## config.mk

```make
export PLATFORM = sky130hd
export DESIGN_NAME = traffic_request_conditioner
export DESIGN_NICKNAME = d
export VERILOG_FILES = /design/src/rtl/traffic_request_conditioner.sv
export SDC_FILE = /design/constraint.sdc
export NUM_CORES = 1
export LEC_CHECK = 0
export ABC_AREA = 0
export ABC_CLOCK_PERIOD_IN_PS = 1400
export CAP_MARGIN = 20
export CORE_UTILIZATION = 30
export CTS_CLUSTER_DIAMETER = 150
export DETAILED_ROUTE_END_ITERATION = 8
export MAX_ROUTING_LAYER = met4
export PLACE_DENSITY = 0.64
export REMOVE_ABC_BUFFERS = 1
export SYNTH_ARGS = -nofsm -noshare
export SYNTH_HDL_FRONTEND = slang
export SYNTH_SLANG_ARGS = --single-unit
```

## constraint.sdc

```tcl
create_clock -name clk -period 1.4 [get_ports clk]
set_input_delay 0.28 -clock clk [delete_from_list [all_inputs] [get_ports clk]]
set_output_delay 0.28 -clock clk [all_outputs]
set_load 0.01 [all_outputs]
```

## src/rtl/traffic_request_conditioner.sv

```systemverilog
// rtl/traffic_request_conditioner.sv - request sync/debounce/latch and light monitor; TRAFFIC_REQ_WATCHDOG_EN adds starvation flags
module traffic_request_conditioner #(
    parameter int DEBOUNCE_CYCLES = 4,
    parameter int PRESENCE_CYCLES = 3,
    parameter int WAIT_LIMIT      = 60
) (
    input  logic       clk,
    input  logic       reset_n,
    input  logic       NS_loop_raw,
    input  logic       EW_loop_raw,
    input  logic       NS_ped_raw,
    input  logic       EW_ped_raw,
    input  logic [2:0] NS_light,
    input  logic [2:0] EW_light,
    input  logic [2:0] NS_ped_light,
    input  logic [2:0] EW_ped_light,
    output logic       NS_car_detect,
    output logic       EW_car_detect,
    output logic       NS_ped_button,
    output logic       EW_ped_button,
    output logic       fault,
    output logic [1:0] fault_code,
    output logic       NS_starved,
    output logic       EW_starved
);
    localparam int DW = $clog2(DEBOUNCE_CYCLES);
    localparam int PW = $clog2(PRESENCE_CYCLES + 1);
    localparam logic [2:0] RED   = 3'b100;
    localparam logic [2:0] GREEN = 3'b001;

    function automatic logic is_legal(input logic [2:0] l);
        return (l == 3'b100) || (l == 3'b010) || (l == 3'b001);
    endfunction

    // bit order: [0] NS loop, [1] EW loop, [2] NS ped, [3] EW ped
    logic [3:0] raw_vec;
    logic [3:0] sync1;
    logic [3:0] sync2;

    logic [1:0][DW-1:0] deb_cnt;
    logic [1:0]         deb;
    logic [1:0]         deb_d;
    logic [1:0]         ped_req;
    logic [1:0][PW-1:0] pres_cnt;
    logic [1:0]         car_req;
    logic [1:0]         light_green;
    logic [1:0]         ped_green;
    logic               invalid;
    logic               conflict;

    assign raw_vec     = {EW_ped_raw, NS_ped_raw, EW_loop_raw, NS_loop_raw};
    assign light_green = {EW_light == GREEN, NS_light == GREEN};
    assign ped_green   = {EW_ped_light == GREEN, NS_ped_light == GREEN};
    assign invalid     = !is_legal(NS_light) || !is_legal(EW_light) ||
                         !is_legal(NS_ped_light) || !is_legal(EW_ped_light);
    assign conflict    = (NS_light != RED) && (EW_light != RED);

    always_ff @(posedge clk or negedge reset_n) begin
        if (!reset_n) begin
            sync1      <= '0;
            sync2      <= '0;
            deb_cnt    <= '0;
            deb        <= '0;
            deb_d      <= '0;
            ped_req    <= '0;
            pres_cnt   <= '0;
            car_req    <= '0;
            fault      <= 1'b0;
            fault_code <= 2'b00;
        end else begin
            sync1 <= raw_vec;
            sync2 <= sync1;
            deb_d <= deb;
            for (int a = 0; a < 2; a++) begin
                if (sync2[2+a] != deb[a]) begin
                    if (deb_cnt[a] == DW'(DEBOUNCE_CYCLES - 1)) begin
                        deb[a]     <= sync2[2+a];
                        deb_cnt[a] <= '0;
                    end else begin
                        deb_cnt[a] <= deb_cnt[a] + 1'b1;
                    end
                end else begin
                    deb_cnt[a] <= '0;
                end
                // a walk already in progress swallows the press
                if (ped_green[a])
                    ped_req[a] <= 1'b0;
                else if (deb[a] && !deb_d[a])
                    ped_req[a] <= 1'b1;
                if (!sync2[a])
                    pres_cnt[a] <= '0;
                else if (pres_cnt[a] != PW'(PRESENCE_CYCLES))
                    pres_cnt[a] <= pres_cnt[a] + 1'b1;
                // saturated count keeps the set term live so the call re-arms after green
                if (light_green[a])
                    car_req[a] <= 1'b0;
                else if (sync2[a] && (pres_cnt[a] >= PW'(PRESENCE_CYCLES - 1)))
                    car_req[a] <= 1'b1;
            end
            if (!fault && (invalid || conflict)) begin
                fault      <= 1'b1;
                fault_code <= {conflict, invalid};
            end
        end
    end

    assign NS_car_detect = car_req[0];
    assign EW_car_detect = car_req[1];
    assign NS_ped_button = ped_req[0];
    assign EW_ped_button = ped_req[1];

`ifdef TRAFFIC_REQ_WATCHDOG_EN
    localparam int WW = $clog2(WAIT_LIMIT + 1);
    logic [1:0][WW-1:0] wait_cnt;

    always_ff @(posedge clk or negedge reset_n) begin
        if (!reset_n) begin
            wait_cnt <= '0;
        end else begin
            for (int a = 0; a < 2; a++) begin
                if ((car_req[a] || ped_req[a]) && !light_green[a]) begin
                    if (wait_cnt[a] != WW'(WAIT_LIMIT))
                        wait_cnt[a] <= wait_cnt[a] + 1'b1;
                end else begin
                    wait_cnt[a] <= '0;
                end
            end
        end
    end

    assign NS_starved = (wait_cnt[0] == WW'(WAIT_LIMIT));
    assign EW_starved = (wait_cnt[1] == WW'(WAIT_LIMIT));
`else
    assign NS_starved = 1'b0;
    assign EW_starved = 1'b0;
`endif

endmodule

```

### Word-level counts from Yosys, hierarchy flattened

Index checks and enable logic that the tools add are counted.

| cells by class | value |
|---|---|
| add/sub/neg operators | 4 |
| mux-type cells | 16 |
| $lt $le $gt $ge | 2 |
| reduce and logical (&&, ||, !) cells | 31 |
| equal/unequal tests | 22 |

Operator list:

| cell | number |
|---|---|
| 2-bit 2-to-1 mux | 8 |
| 3-bit by 1-bit equality test with 1-bit output, second input constant | 4 |
| 3-bit by 2-bit equality test with 1-bit output, second input constant | 4 |
| 3-bit equality test, second input constant | 4 |
| 1-bit logical OR | 12 |
| 2-bit by 1-bit adder with 2-bit output, second input constant | 4 |
| 1-bit 2-to-1 mux | 8 |
| 2-bit nonzero test | 4 |
| 1-bit zero test | 7 |
| 1-bit logical AND | 6 |
| 3-bit != test, second input constant | 2 |
| 2-bit equality test, second input constant | 2 |
| 2-bit greater-or-equal comparator, second input constant | 2 |
| 2-bit by 1-bit != test with 1-bit output, second input constant | 2 |
| 2-bit != test, second input constant | 2 |
| 2-bit AND reduction | 2 |
| 1-bit != test | 2 |

| storage, ports and cells | value |
|---|---|
| word-level logic and storage cells | 90 |
| register bits | 27 |
| output and inout bits | 9 |
| bits of input ports | 18 |

### Depth between registers and ports, before layout

| depth | value |
|---|---|
| depth after elaboration | 9 |
| gate-level depth with buffers | 4 |
| depth with buffers taken out | 4 |

### Worst setup path after synthesis

No wires, ideal clock.

| timing path | value |
|---|---|
| kind | input to register |
| from | input port NS_light[2] |
| to | register fault_code[0] |
| path slack | 117 ps |
| setup time | 140 ps |
| arrival time | 1,143 ps |
| cell stages on the path | 4 |
| cell sequence | a222oi_1 -> nand3_1 -> nor4_2 -> o22ai_1 |

| between the ends | value |
|---|---|
| word-level cells in the longest chain between the ends | 9 |
| elaborated cells on any way between the ends | 13 |
| those cells by class | 4 x eq/ne; 9 x reduce/logical |

Ends and longest elaborated chain:

| what | RTL line | source |
|---|---|---|
| from (decl) | 13 | `input logic [2:0] NS_light,` |
| 3-bit equality test / 3-bit by 2-bit equality test with 1-bit output (equally long branches) | 32 | `return (l == 3'b100) \|\| (l == 3'b010) \|\| (l == 3'b001);` |
| 1-bit logical OR (2 in series) | 32 |  |
| 1-bit zero test | 54 | `assign invalid = !is_legal(NS_light) \|\| !is_legal(EW_light) \|\|` |
| 1-bit logical OR (2 in series) | 54 |  |
| 1-bit logical OR | 55 | `!is_legal(NS_ped_light) \|\| !is_legal(EW_ped_light);` |
| 1-bit logical OR | 100 | `if (!fault && (invalid \|\| conflict)) begin` |
| 1-bit logical AND | 100 |  |
| to (signal assigned) | 102 | `fault_code <= {conflict, invalid};` |
| to (decl) | 22 | `output logic [1:0] fault_code,` |

Several ways; a longest one is shown, not always the timed one.
A chain may end at the register's enable or synchronous reset.

### Worst setup path in the final report

| timing path | value |
|---|---|
| from | input port NS_light[1] |
| to | register fault_code[1] |

Same word-level chain as after synthesis.

==> flow_summary_export.csv <==
group,metric,value,unit
placement,dpl-instance-area,1430,µm²
yosys,synthArstFlopShare,100,%
drt,met3_length,94,µm
floorplan,die_area,3940,µm²
setup_path,cpLargestDelayFamily,"compound AO/OA/AOI/OAI gates",
clock_network,cts_sinks,27,
power,p_int,1460,µW
drt,drt_iter0_markers,20,
yosys,seq_area_frac_synth,60.9,%
yosys,avgSynthCellArea,12.3,µm²
power,power.density,1330,nW/µm²
yosys,ys_seq_elements,27,
power,swShare,27.5,%
final_layout,num-fill-cells,323,
floorplan,die_h,62.8,µm
placement,dp_slack,-0.445,ns
setup_path,critPathArrivalTime,1.52,ns
setup_path,setup.worst_path.start_class,"input port",
drt,viasPerCell,4.43,
power,p_leak,0.000728,µW
setup_path,ff2ff_setup_slack,0.20,ns
floorplan,rows,21,
yosys,syn_inst,90,
final_layout,mostFrequentLayoutCell,"dfrtp_1",
setup_path,r2r_start,"fault",
min_path,hold_class,"in -> reg",
power,p_switching,556,µW
final_layout,multiInputGateArea,423,µm²
clock_network,clock_latency,0.26,ns
drt,drt-met1-wl,823,µm
final_layout,stdcell_area,1520,µm²
setup_path,path_max_fanout,3,
final_layout,final_util,44.1,%
timing,rsz0062_at_grt,"no",
final_layout,n_antenna_cell,0,
setup_path,slowest_stage,"clkdlybuf4s50_1",
timing,slew_violations,0,
setup_path,required,1.60,ns
drt,route.detailed.drc,0,
final_layout,regArea,676,µm²
timing,hold_viol,0,
drt,wl_met2,996,µm
setup_path,reg2regPathDepth,4,
final_layout,areaGrowthSynthToFinish,37.0,%
grt,grt_pass1_vias,771,
power,irDropWorstVdd,0.402,mV
clock_network,cts.path.max_buffers,2,
power,seqPwrFrac,54.2,%
setup_path,slowest_delay,0.53,ns
drt,wl_per_cell,11.4,µm
final_layout,final_cell_mix,"dfrtp_1 (27), dlymetal6s2s_1 (9), clkdlybuf4s50_1 (8)",
clock_network,cts_max_level,1,
floorplan,core_area,3440,µm²
grt,overflow,0,
floorplan,initial_core_util,32.2,%
min_path,min-delay-start,"EW_light[1]",
timing,fmax,759,MHz
placement,hpwl,1.41,mm
setup_path,cp_num_buf_inv,1,
clock_network,cts_tree,"built",
final_layout,layout-drive-gt1-share,13.0,%
timing,fin_skew,0.00218,ns
placement,io_buffers,24,
floorplan,ioPinCount,27,
drt,wirelength,1.92,mm
drt,first_pass_iters,4,
timing,fin_crit_sh,94.0,%
clock_network,root_buffer,"clkbuf_8",
drt,top_layer,"met4",
clock_network,clk_pin_slew,0.08,ns
power,p_comb_share,25.2,%
timing,setup_viol,0,
yosys,netlist_area,1110,µm²
min_path,whs_path_depth,3,
drt,ant_nets,0,
min_path,hold_end,"car_req[1]",
setup_path,reg2reg_to,"fault_code[1]",
yosys,yosysWarningCount,0,
final_layout,nets,147,
yosys,synth-edff-count,0,
clock_network,cts_buffers,3,
yosys,synth_cell_types,27,
drt,vias,749,
yosys,ys.flop_type,"dfrtp_1",
setup_path,cp_cell_sequence,"clkdlybuf4s50_1, nor2_1, a221oi_1, a21oi_1, a21bo_1",
setup_path,critical_path_class,"in -> reg",
grt,grt_max_degree,28,
placement,gp_congestion,0.846,
setup_path,critPathCaptureType,"register",
timing,fin_ws,0.0833,ns
grt,grt_pass1_wl,3.25,mm
power,p_total,2020,µW
grt,grt_use_total,10.9,%
job,cap_violations,0,
grt,antenna_found_initial,0,
timing,fin_crit,1.32,ns
timing,tns,0,ns
run_status,outcome,"finished, final reports clean",
clock_network,holdBufCountCts,0,
floorplan,die_w,62.8,µm
power,clockPowerShare,20.7,%
## flip-flops by register name, indices dropped and copies added (netlist names)
signal and flops:
fault_code 2, pres_cnt 4, fault 1, deb_cnt 4, car_req 2, ped_req 2, sync2 4, deb 2
deb_d 2, sync1 4
## layout make-up
cell class                      instances  area share, %
Inverter                                5           1.24
Multi-Input combinational cell         57           27.8
Tap cell                               46           3.79
Timing Repair Buffer                   30           19.7
Sequential cell                        27           44.5
Clock buffer                            4           2.97
## stage by stage
| stage | instances | hold WS, ns |
|---|---|---|
| finish | 169 | 0.349 |
| global route | 169 | 0.360 |
| CTS | 169 | 0.356 |
| detailed placement | 164 | 0.336 |
| global placement | 164 | 0.333 |
| floorplan | 89 | -0.0156 |
## what timing repair did
| item | 4_1_cts | 5_1_grt |
|---|---|---|
| buffers inserted | 1 | 0 |
| setup endpoints to repair | 10 | 3 |
| pin swaps | 4 | 5 |
| resized for setup | 11 | 10 |
## layer usage
layer / GRT usage (%) / vias to the layer above
li1: - / 370
met1: 11.9 / 357
met2: 18.9 / 20
met3: 2.74 / 2
met4: 4.36 / 0
met5: - / -
## worst max path at each step
stage	from	to	slack, ns	depth (start not counted)
2_1_floorplan	NS_light[2]	fault_code[0]	0.12	4
3_5_place_dp	NS_light[2]	fault_code[0]	-0.45	5
4_1_cts	NS_light[0]	fault_code[0]	-0.003	5
6_report	NS_light[1]	fault_code[1]	0.08	5
3_3_place_gp	NS_light[2]	fault_code[0]	-0.39	5
5_1_grt	NS_ped_light[1]	fault_code[0]	0.01	5
## cells by family after synthesis
logic type	synth area share, %
simple gates	12.5
xor+xnor	6.21
fa+ha+maj	5.64
mux	2.93
compound gates	8.35
flops	60.9
other cells	0.338
buf+inv	3.05
## cell usage after synthesis, types with 2 or more instances
cell type | n | area (µm²)
inv_1 | 5 | 18.8
xor2_1 | 2 | 17.5
nor3b_1 | 4 | 30.0
mux2_2 | 2 | 22.5
ha_1 | 5 | 62.6
a21oi_1 | 5 | 25.0
xnor2_1 | 4 | 35.0
o21ai_0 | 4 | 20.0
nor2_1 | 8 | 30.0
dfrtp_1 | 27 | 676
and2_1 | 3 | 18.8
buf_4 | 2 | 15.0
nand2_1 | 2 | 7.51
nor2b_1 | 3 | 18.8
nor3_1 | 2 | 10.0
## tightest hold or removal path, cell delays in order
cell            delay, ns
dlymetal6s2s_1       0.14
nor3b_1              0.07
nor2_1               0.08
## power groups by stage
stage	sequential [µW]	clock (µW)	combinational (µW)
after floorplan	1120	0	278
after global placement	1100	0	529
after detailed placement	1120	0	555
after CTS	1100	440	526
after global routing	1130	478	580
final	1090	417	508
No activity file was read; power rests on OpenSTA's default activity.
